===== config.mk =====
export PLATFORM = sky130hd
export DESIGN_NAME = sao_db_sequencer
export DESIGN_NICKNAME = d
export VERILOG_FILES = /design/src/rtl/sao_db_sequencer_pkg.sv /design/src/rtl/sao_db_sequencer.sv
export SDC_FILE = /design/constraint.sdc
export NUM_CORES = 1
export LEC_CHECK = 0
export CAP_MARGIN = 20
export CORE_MARGIN = 2
export CORE_UTILIZATION = 51
export CTS_BUF_LIST = sky130_fd_sc_hd__clkbuf_16
export DETAILED_ROUTE_END_ITERATION = 12
export GPL_TIMING_DRIVEN = 1
export PLACE_DENSITY = 0.83
export SLEW_MARGIN = 25
export SYNTH_ARGS = -nofsm -noshare
export SYNTH_HDL_FRONTEND = slang
export SYNTH_SLANG_ARGS = --single-unit
export TNS_END_PERCENT = 5

===== constraint.sdc =====
create_clock -name clk -period 2.32 [get_ports clk]
set_input_delay 0.464 -clock clk [delete_from_list [all_inputs] [get_ports clk]]
set_output_delay 0.464 -clock clk [all_outputs]
set_load 0.005 [all_outputs]

===== src/rtl/sao_db_sequencer_pkg.sv =====
// State encodings and counter sizing shared by the DB filters, SAO BO predecision and the LCU sequencer.
// No logic of its own; the consumers decode state_t directly off the shared state bus.
package sao_db_sequencer_pkg;

  localparam int CNT_W   = 9;
  localparam int CNT_MAX = 1 << CNT_W;

  localparam int DEF_LOAD_CYC = 128;
  localparam int DEF_Y_CYC    = 128;
  localparam int DEF_U_CYC    = 32;
  localparam int DEF_V_CYC    = 32;
  localparam int DEF_SAO_CYC  = 64;
  localparam int DEF_OUT_CYC  = 64;

  // SAO cycle on which the BO predecision result is valid: DBV's final
  // accumulate is followed by the first_bo stage and then the output register.
  localparam int BO_VLD_CNT = 2;

  // Gray-like walk so adjacent phases differ by one bit on the shared bus.
  typedef enum logic [2:0] {
    ST_IDLE = 3'b000,
    ST_LOAD = 3'b001,
    ST_DBY  = 3'b011,
    ST_DBU  = 3'b010,
    ST_DBV  = 3'b110,
    ST_SAO  = 3'b100,
    ST_OUT  = 3'b101
  } state_t;

  function automatic logic is_db_state(input state_t st);
    return (st == ST_DBY) || (st == ST_DBU) || (st == ST_DBV);
  endfunction

endpackage


===== src/rtl/sao_db_sequencer.sv =====
// Per-LCU DB/SAO sequencer: walks LOAD->DBY->DBU->DBV->SAO->OUT; all outputs registered, 448 cycles/LCU stall-free.
// Backpressure: DB phases advance only on blk_vld_i while blk_rdy_o is high; blk_vld_i low holds state and count.
module sao_db_sequencer
  import sao_db_sequencer_pkg::*;
#(
  parameter int LOAD_CYC = DEF_LOAD_CYC,
  parameter int Y_CYC    = DEF_Y_CYC,
  parameter int U_CYC    = DEF_U_CYC,
  parameter int V_CYC    = DEF_V_CYC,
  parameter int SAO_CYC  = DEF_SAO_CYC,
  parameter int OUT_CYC  = DEF_OUT_CYC
) (
  input  logic             clk,
  input  logic             rst_n,
  input  logic             start_i,
  input  logic             blk_vld_i,
  output logic             blk_rdy_o,
  output logic [2:0]       state_o,
  output logic [CNT_W-1:0] cnt_o,
  output logic             bo_vld_o,
  output logic             busy_o,
  output logic             done_o
);

  if (LOAD_CYC < 1 || LOAD_CYC > CNT_MAX) begin : g_bad_load
    $error("LOAD_CYC out of range 1..512");
  end
  if (Y_CYC < 1 || Y_CYC > CNT_MAX) begin : g_bad_y
    $error("Y_CYC out of range 1..512");
  end
  if (U_CYC < 1 || U_CYC > CNT_MAX) begin : g_bad_u
    $error("U_CYC out of range 1..512");
  end
  if (V_CYC < 1 || V_CYC > CNT_MAX) begin : g_bad_v
    $error("V_CYC out of range 1..512");
  end
  if (SAO_CYC < BO_VLD_CNT + 1 || SAO_CYC > CNT_MAX) begin : g_bad_sao
    $error("SAO_CYC out of range 3..512");
  end
  if (OUT_CYC < 1 || OUT_CYC > CNT_MAX) begin : g_bad_out
    $error("OUT_CYC out of range 1..512");
  end

  localparam logic [CNT_W-1:0] LOAD_LAST = CNT_W'(LOAD_CYC - 1);
  localparam logic [CNT_W-1:0] Y_LAST    = CNT_W'(Y_CYC - 1);
  localparam logic [CNT_W-1:0] U_LAST    = CNT_W'(U_CYC - 1);
  localparam logic [CNT_W-1:0] V_LAST    = CNT_W'(V_CYC - 1);
  localparam logic [CNT_W-1:0] SAO_LAST  = CNT_W'(SAO_CYC - 1);
  localparam logic [CNT_W-1:0] OUT_LAST  = CNT_W'(OUT_CYC - 1);
  localparam logic [CNT_W-1:0] BO_CNT    = CNT_W'(BO_VLD_CNT);

  state_t           state_q, state_d;
  logic [CNT_W-1:0] cnt_q, cnt_d;
  logic [CNT_W-1:0] last_cnt;
  logic             is_db, advance, last_beat;
  logic             blk_rdy_q, bo_vld_q, busy_q, done_q;

  always_comb begin
    last_cnt  = '0;
    state_d   = state_q;
    is_db     = is_db_state(state_q);
    advance   = !is_db || blk_vld_i;

    case (state_q)
      ST_LOAD: last_cnt = LOAD_LAST;
      ST_DBY:  last_cnt = Y_LAST;
      ST_DBU:  last_cnt = U_LAST;
      ST_DBV:  last_cnt = V_LAST;
      ST_SAO:  last_cnt = SAO_LAST;
      ST_OUT:  last_cnt = OUT_LAST;
      default: last_cnt = '0;
    endcase

    last_beat = (cnt_q == last_cnt) && advance;

    case (state_q)
      ST_IDLE: if (start_i)   state_d = ST_LOAD;
      ST_LOAD: if (last_beat) state_d = ST_DBY;
      ST_DBY:  if (last_beat) state_d = ST_DBU;
      ST_DBU:  if (last_beat) state_d = ST_DBV;
      ST_DBV:  if (last_beat) state_d = ST_SAO;
      ST_SAO:  if (last_beat) state_d = ST_OUT;
      ST_OUT:  if (last_beat) state_d = ST_IDLE;
      default:                state_d = ST_IDLE;
    endcase

    // IDLE and the unused encoding both pin the counter at zero.
    if (state_q == ST_IDLE || state_d == ST_IDLE || last_beat) begin
      cnt_d = '0;
    end else if (advance) begin
      cnt_d = cnt_q + 1'b1;
    end else begin
      cnt_d = cnt_q;
    end
  end

  always_ff @(posedge clk or negedge rst_n) begin
    if (!rst_n) begin
      state_q <= ST_IDLE;
    end else begin
      state_q <= state_d;
    end
  end

  always_ff @(posedge clk or negedge rst_n) begin
    if (!rst_n) begin
      cnt_q <= '0;
    end else begin
      cnt_q <= cnt_d;
    end
  end

  // Flags are computed from the next state so they line up with state_o/cnt_o.
  always_ff @(posedge clk or negedge rst_n) begin
    if (!rst_n) begin
      blk_rdy_q <= 1'b0;
      bo_vld_q  <= 1'b0;
      busy_q    <= 1'b0;
      done_q    <= 1'b0;
    end else begin
      blk_rdy_q <= is_db_state(state_d);
      bo_vld_q  <= (state_d == ST_SAO) && (cnt_d == BO_CNT);
      busy_q    <= (state_d != ST_IDLE);
      done_q    <= (state_d == ST_OUT) && (cnt_d == OUT_LAST);
    end
  end

  assign state_o   = state_q;
  assign cnt_o     = cnt_q;
  assign blk_rdy_o = blk_rdy_q;
  assign bo_vld_o  = bo_vld_q;
  assign busy_o    = busy_q;
  assign done_o    = done_q;

endmodule


==> results of run 1 <==
## kinds of logic after synthesis
logic type,Yosys count
XOR/XNOR,10
multiplexers,3
AND/OR/NAND/NOR,42
adder cells (fa/ha/maj),1
flip-flops,16
AO/OA/AOI/OAI,31
buffers and inverters,9
## Yosys cell counts, types with 3 or more instances
master      n  area share (%)
nor3_1      4             1.9
o21ai_0     6             2.8
a31oi_1     3             1.8
o2111ai_1   3             2.5
nor2_1      9             3.2
buf_2       4             1.9
xnor2_1     7             5.8
nor2b_1     4             2.4
nand2_1     5             1.8
xor2_1      3             2.5
dfrtp_1    16              38
o2111a_1    4             4.2
nand3_1     5             2.4
## how the worst max path moves through the flow
stage / start / slack (ns) / end / cells past startpoint
final: state_o[1] / 0.13 / bo_vld_o / 5
after CTS: state_o[1] / 0.17 / bo_vld_o / 5
after detailed placement: blk_vld_i / 0.05 / bo_vld_o / 6
after global placement: blk_vld_i / 0.09 / done_o / 6
after global routing: state_o[1] / 0.0005 / bo_vld_o / 5
after floorplan: cnt_o[2] / 0.30 / state_o[0] / 6
## worst max-delay path, cell delays in order, from the launching register on
cell	delay, ns
dfrtp_1	0.56
nor2b_1	0.15
o21a_1	0.23
o2111ai_1	0.46
o21ai_0	0.27
a2111oi_2	0.40
## final cells by class
type,count,area share (%)
Clock buffer,3,5.44
Multi-Input combinational cell,87,44.4
Timing Repair Buffer,27,18.1
Inverter,2,0.544
Tap cell,27,2.45
Sequential cell,16,29.0
## power by group
part	switching, mW	leakage (nW)	total, mW	internal (mW)
sequential	0.0768	0.190	0.409	0.333
clock	0.103	0.0370	0.329	0.226
combinational	0.240	0.326	0.491	0.251
## per-layer routing
| layer | up-vias | GRT usage [%] |
|---|---|---|
| met2 | 69 | 37.8 |
| met5 | - | 0 |
| met1 | 471 | 29.2 |
| li1 | 473 | - |
| met4 | 0 | 13.0 |
| met3 | 18 | 3.94 |
## per-stage QoR
| step | hold slack (ns) | power, mW | cell area, um^2 |
|---|---|---|---|
| finish | 0.589 | 1.23 | 1380 |
| global route | 0.650 | 1.29 | 1380 |
| CTS | 0.592 | 1.23 | 1380 |
| detailed placement | 0.582 | 0.892 | 1300 |
| global placement | 0.573 | 0.877 | 1300 |
| floorplan | 0.168 | 0.696 | 1060 |
## flip-flops by register name (all words and copies together) (netlist names)
register	count
blk_rdy_o	1
bo_vld_o	1
busy_o	1
cnt_o	9
done_o	1
state_o	3
## cells in the final DEF (no fill, tap or decap), drive strengths merged, types with 2 or more instances in the layout
master,instances
o2111ai,3
a21oi,3
or3,2
o21ai,7
nand2b,2
buf,8
nand3,5
a31oi,3
nand3b,2
inv,2
clkbuf,3
xnor2,7
dfrtp,16
mux2,2
and3,3
nor4,2
o2111a,4
xor2,3
nor2,9
o211ai,2
nor3,4
nand2,5
clkdlybuf4s50,19
nor2b,4
==> summary.txt, run 1 <==
Ports - 20
Crit end category - flip-flop
Syn-to-layout area delta - 30.1%
Wl on met1 - 1070 um
Row count - 16
Synth unique cells - 44
Complex-gate fraction of the synthesized area - 23.5%
Drt wl/cell - 16.3 um
Register area - 400 um^2
Status - completed
Worst setup slack after layout - 0.132 ns
Cells after Synth - 112
Net count after synthesis - 117
Metal2 WL - 1260 um
Top layer in use - met4
Dpl hpwl - 1930 um
Worst slew margin - 50.1%
Initial Util - 54.0%
WHS Endpoint - blk_rdy_o
Ys flop type - dfrtp_1
GRT Overall Usage - 23.3%
Core Area - 0.00196 mm^2
First-pass detailed-route iteration total - 5
CP required - 2.45 ns
Final hold violations - 0
Worst min path class - flip-flop to flip-flop
Die width - 49.6 um
CTS Sinks - 16
R2r endpoint - bo_vld_o
Post-Synth Simple-Gate Area - 21.4%
Ys Warns - 0
Multi-input logic area - 612 um^2
Worst EP arrival - 2.32 ns
Cell Count, Final, Fillers Out - 162
Critical path class - flip-flop to flip-flop
Worst-Skew Late Latency - 0.25 ns
Layout cell share with drive strength beyond 1 - 13.3%
Tcrit/Tclk final - 94.3%
Final-stage net count - 142
Vias per cell - 6.36
Number of enable flip-flop cells after synthesis - 0
Residual DRC - 0
CTS tree - yes
Largest net degree at the start of global routing - 17
Async S/R FF share, synth - 100%
Mapped cell area - 0.00106 mm^2
IO Port Bufs - 19
Final setup TNS - 0 ns
H-tree depth - 1
Worst slack, placed - 0.0456 ns
Detailed-route via count - 1031
FF-to-FF path depth - 5
Min-Delay Path Depth - 1
DR WL met3 - 222 um
Min Tclk post-route - 2.19 ns
FF+latch count, synth - 16
Largest family of logic cells by synthesized area - compound AO/OA/AOI/OAI gates
Antenna violations before repair - 0
Clock skew - 0.00539 ns
Leakage - 0.553 nW
CTS Buffer Depth - 2
RSZ-0062 raised after global routing - false
Routed wire length - 2630 um
Crit-path max FO - 11
# Max-Cap Violations - 0
Post-CTS resize count - 0
Max Slew Vio Count - 0
Startpoint class of the critical path - flip-flop
Routability cong. - 0.948
Core Util, Final - 70.3%
DRT antenna net count - 0
Root Buffer - clkbuf_16
# setup viols final - 0
Placed Instances - 159
Die H - 49.6 um
Reg-to-reg setup timing slack - 0.13 ns
Adder-cell share of the synthesized area - 1.18%
Number of buffers created by CTS - 3
Die area - 0.00246 mm^2
Ant diodes - 0
First-pass GRT wire length - 4430 um
Worst-Margin Slew - 0.746 ns
FF-to-FF Start - state_o[1]
Gr ovfl total - 0
Xor and xnor area share after synthesis - 8.26%
CTS clk-pin slew, worst paths - 0.05 ns
Multiplexer area fraction after synthesis - 3.42%
Filler cells - 168
Mean Syn Cell Area - 9.46 um^2
Max Fclk - 0.457 GHz
Vias in the first global route - 1001
Drt initial violations - 35
Max VDD drop - 0.000617 V
Setup Buffers After CTS - 0
Post-CTS Hold Buffers - 0
Sequential fraction of the synthesis area - 37.8%
Hold path startpoint - state_o[2]
Pwr/cell area - 892 mW/mm^2
Note: power is estimated with default switching activity, not from simulation.
==> run 2: changes to the inputs <==
Settings changed: CORE_UTILIZATION 51 to 33, PLACE_DENSITY 0.83 to 0.6.
Clock period 2.32 ns to 2.8 ns, I/O delays scaled along.
==> summary.txt, run 2 (synthesis results as in run 1) <==
Post-CTS resize count - 0
Setup Buffers After CTS - 0
Worst-path cell chain - nor2b_1 -> nor3_1 -> o2111ai_1 -> o21ai_0 -> a2111oi_2
Pwr/cell area - 741 mW/mm^2
Max reg flops - 9
Row count - 20
CP max stage cell - dfrtp_1
Detailed-route via count - 934
Worst min path class - flip-flop to flip-flop
First-pass GRT wire length - 4380 um
CP required - 2.94 ns
Worst slew margin - 50.3%
Crit-path max FO - 11
Antenna violations before repair - 0
Number of buffers created by CTS - 3
Die H - 60.7 um
Commonest non-fill, non-tap cell in the layout - clkdlybuf4s50_1
CTS Sinks - 16
Vias in the first global route - 933
CTS tree - yes
Crit path largest cell delay - 0.52 ns
Final setup TNS - 0 ns
Final-stage net count - 134
CTS clk-pin slew, worst paths - 0.05 ns
Final hold violations - 0
Drt wl/cell - 14.8 um
Ant diodes - 0
Worst-Margin Slew - 0.743 ns
CP bufs+invs - 0
Gr ovfl total - 0
RSZ-0062 raised after global routing - false
GRT Overall Usage - 16.0%
Min Tclk post-route - 2.25 ns
Final Power - 0.995 mW
Max VDD drop - 0.000338 V
Post-CTS Hold Buffers - 0
Crit end category - flip-flop
First-pass detailed-route iteration total - 4
Tcrit/Tclk final - 80.5%
Die area - 0.00368 mm^2
Commonest non-fill, non-tap cells in the layout - clkdlybuf4s50_1 (19), dfrtp_1 (16), nor2_1 (9)
Cell family contributing the most delay on the critical path - compound AO/OA/AOI/OAI gates
Critical path class - flip-flop to flip-flop
Initial Util - 34.7%
Drt initial violations - 25
Leakage - 0.515 nW
Dpl hpwl - 1820 um
DRT antenna net count - 0
Syn-to-layout area delta - 26.8%
# Max-Cap Violations - 0
Routed wire length - 2550 um
IO Port Bufs - 19
Residual DRC - 0
Ports - 20
CTS Buffer Depth - 2
Largest net degree at the start of global routing - 17
Root Buffer - clkbuf_16
Routability cong. - 0.780
H-tree depth - 1
Clock skew - 0.00184 ns
Startpoint class of the critical path - flip-flop
# setup viols final - 0
Worst EP arrival - 2.39 ns
Die width - 60.7 um
Core Area - 0.00305 mm^2
Layout cell share with drive strength beyond 1 - 7.81%
Status - completed
Vias per cell - 5.43
Worst-Skew Late Latency - 0.25 ns
Max Slew Vio Count - 0
Max Fclk - 0.444 GHz
Filler cells - 322
## run 2: stage by stage
| step | std cells | cell area [um^2] | hold WS (ns) | utilization, % | setup slack [ns] |
|---|---|---|---|---|---|
| floorplan | 112 | 1060 | 0.264 | - | 0.778 |
| global placement | 168 | 1260 | 0.629 | 41.4 | 0.380 |
| detailed placement | 168 | 1260 | 0.640 | 41.4 | 0.377 |
| CTS | 172 | 1340 | 0.653 | 44.0 | 0.597 |
| global route | 172 | 1340 | 0.685 | 44.0 | 0.356 |
| finish | 172 | 1340 | 0.635 | 44.0 | 0.546 |
## run 2: path summary, 6_finish.rpt
path                             from          to  slack, ns  depth (start not counted)
setup / recovery           state_o[0]    bo_vld_o       0.55                          5
hold / removal               cnt_o[8]    cnt_o[8]       0.64                          2
setup reg to reg           state_o[0]    bo_vld_o       0.55                          5
hold reg to reg              cnt_o[8]    cnt_o[8]       0.64                          2
max in group asynchronous       rst_n  state_o[1]       1.58                          1
min in group asynchronous       rst_n  state_o[2]       0.76                          1
## run 2: layer usage
layer  vias up  routed length (um)  track usage (%)
met2        22                1090             23.8
met1       454                1330             23.0
li1        452                   -                -
met3         6                  80             3.84
met5         -                   0                0
met4         0                  40             4.97
## run 2: tightest hold or removal path: stages (launching register included)
cell     delay, ns
dfrtp_1       0.38
xnor2_1       0.12
nor2_1        0.09
## run 2: final cells by class
| cell class | count | area (um^2) | area share, % |
|---|---|---|---|
| tap | 44 | 55.1 | 4.10 |
| inverter | 2 | 7.51 | 0.559 |
| multi-input combinational | 87 | 612 | 45.5 |
| clock buffer | 3 | 75.1 | 5.59 |
| clock inverter | 1 | 3.75 | 0.279 |
| timing repair buffer | 19 | 190 | 14.2 |
| sequential | 16 | 400 | 29.8 |
## run 2: power breakdown
part / switching (mW) / leakage, nW / internal, mW
combinational: 0.152 / 0.287 / 0.186
sequential: 0.101 / 0.190 / 0.275
clock: 0.0923 / 0.0385 / 0.190
==> run 3: changes to the inputs <==
Clock period 2.8 ns to 2.2 ns, I/O delays scaled along.
==> summary.txt, run 3 (synthesis results as in run 1) <==
Crit end category - flip-flop
Startpoint class of the critical path - flip-flop
Commonest non-fill, non-tap cells in the layout - clkdlybuf4s50_1 (19), buf_4 (17), dfrtp_1 (16)
Final-stage net count - 151
Max Slew Vio Count - 0
Filler cells - 309
Final Cell Area - 0.00148 mm^2
Leakage - 0.598 nW
Critical path class - flip-flop to flip-flop
DRT antenna net count - 0
Max Fclk - 0.497 GHz
Vias in the first global route - 1014
Drt wl/cell - 14.0 um
Status - completed
Syn-to-layout area delta - 39.4%
H-tree depth - 1
First-pass detailed-route iteration total - 4
Vias per cell - 5.25
Worst-Skew Late Latency - 0.25 ns
CP required - 2.31 ns
FF-to-FF path depth - 5
Largest net degree at the start of global routing - 17
Setup Buffers After CTS - 0
Ant diodes - 0
Initial Util - 34.7%
RSZ-0062 raised after global routing - false
Reg-to-reg setup timing slack - 0.19 ns
Final setup TNS - 0 ns
Min Tclk post-route - 2.01 ns
IO Port Bufs - 19
Die H - 60.7 um
Worst min path class - input port to asynchronous set/reset pin
Worst EP arrival - 2.13 ns
Core Area - 0.00305 mm^2
# Max-Cap Violations - 0
GRT Overall Usage - 17.3%
First-pass GRT wire length - 4750 um
Worst-path cell chain - or3_1 -> or3_1 -> mux2_4 -> o21ai_0 -> a2111oi_2
Routed wire length - 2650 um
Residual DRC - 0
Pwr/cell area - 884 mW/mm^2
Ports - 20
Layout cell share with drive strength beyond 1 - 19.3%
Row count - 20
Final hold violations - 0
CTS clk-pin slew, worst paths - 0.05 ns
Number of buffers created by CTS - 3
Dpl hpwl - 2000 um
R2r endpoint - bo_vld_o
Gr ovfl total - 0
# setup viols final - 0
FF-to-FF Start - cnt_o[0]
Routability cong. - 0.854
Crit path largest cell delay - 0.39 ns
Worst setup path start - cnt_o[0]
Most used cell, CP - or3_1
Die width - 60.7 um
CP max stage cell - or3_1
Commonest non-fill, non-tap cell in the layout - clkdlybuf4s50_1
Detailed-route via count - 993
Tcrit/Tclk final - 91.5%
Placed Area - 0.00139 mm^2
Worst slew margin - 74.2%
Antenna violations before repair - 0
CTS tree - yes
Die area - 0.00368 mm^2
Crit-path max FO - 4
Max reg flops - 9
Drt initial violations - 53
Max VDD drop - 0.000396 V
CP bufs+invs - 0
Cell family contributing the most delay on the critical path - simple AND/OR/NAND/NOR gates
Worst-Margin Slew - 0.384 ns
Worst setup slack after layout - 0.187 ns
Clock skew - 0.00183 ns
Root Buffer - clkbuf_16
CTS Buffer Depth - 2
CTS Sinks - 16
Worst slack, placed - -0.0160 ns
==> run 3: cell count changes in the layout (fill, tap and decap cells not counted) <==
cell       previous run  this run
o2111ai_2             0         1
o2111ai_1             3         2
buf_4                 0        17
==> run 3: how the worst max path moves through the flow <==
stage / endpoint / depth (start not counted)
after global routing: done_o / 6
after floorplan: state_o[0] / 6
final: bo_vld_o / 5
after CTS: bo_vld_o / 5
after detailed placement: done_o / 6
after global placement: done_o / 6
==> run 3: what timing repair did <==
action	in CTS	in global routing
hold endpoints to repair	0	0
resized for setup	0	1
setup endpoints to repair	0	2
hold buffers	0	0
==> run 3: area by class of cell <==
| cell class | count | area, um^2 | share of cell area (%) |
|---|---|---|---|
| flip-flops and latches | 16 | 400 | 27.1 |
| repair buffers | 36 | 318 | 21.5 |
| inverters | 2 | 7.51 | 0.508 |
| multi-input cells | 87 | 618 | 41.8 |
| well taps | 44 | 55.1 | 3.73 |
| clock buffers | 3 | 75.1 | 5.08 |
| clock inverters | 1 | 3.75 | 0.254 |
==> run 3: metrics by stage <==
step | hold WS (ns) | power (mW) | util [%] | cells
2_1_floorplan | 0.144 | 0.734 | - | 112
3_3_place_gp | 0.627 | 0.937 | 45.6 | 185
3_5_place_dp | 0.651 | 0.941 | 45.6 | 185
5_1_grt | 0.539 | 1.39 | 48.4 | 189
6_report | 0.510 | 1.31 | 48.4 | 189
4_1_cts | 0.519 | 1.31 | 48.2 | 189
==> run 3: metal layers <==
layer  vias to the layer above  GRT usage, %  part of all wire (%)
met3                         4          2.99                   5.1
li1                        490             -                     -
met2                        33          27.0                    47
met1                       466          24.7                    47
met5                         -             0                     0
met4                         0          4.97                  0.87
==> run 3: worst register-to-register path: stages (launching register included) <==
cell and delay [ns]:
dfrtp_1 0.37, or3_1 0.39, or3_1 0.35, mux2_4 0.30, o21ai_0 0.35, a2111oi_2 0.13
==> run 3: report_power, final <==
group          internal, mW  switching, mW
Sequential            0.350         0.0788
Combinational         0.274          0.242
Clock                 0.241          0.119
Total                 0.866          0.441
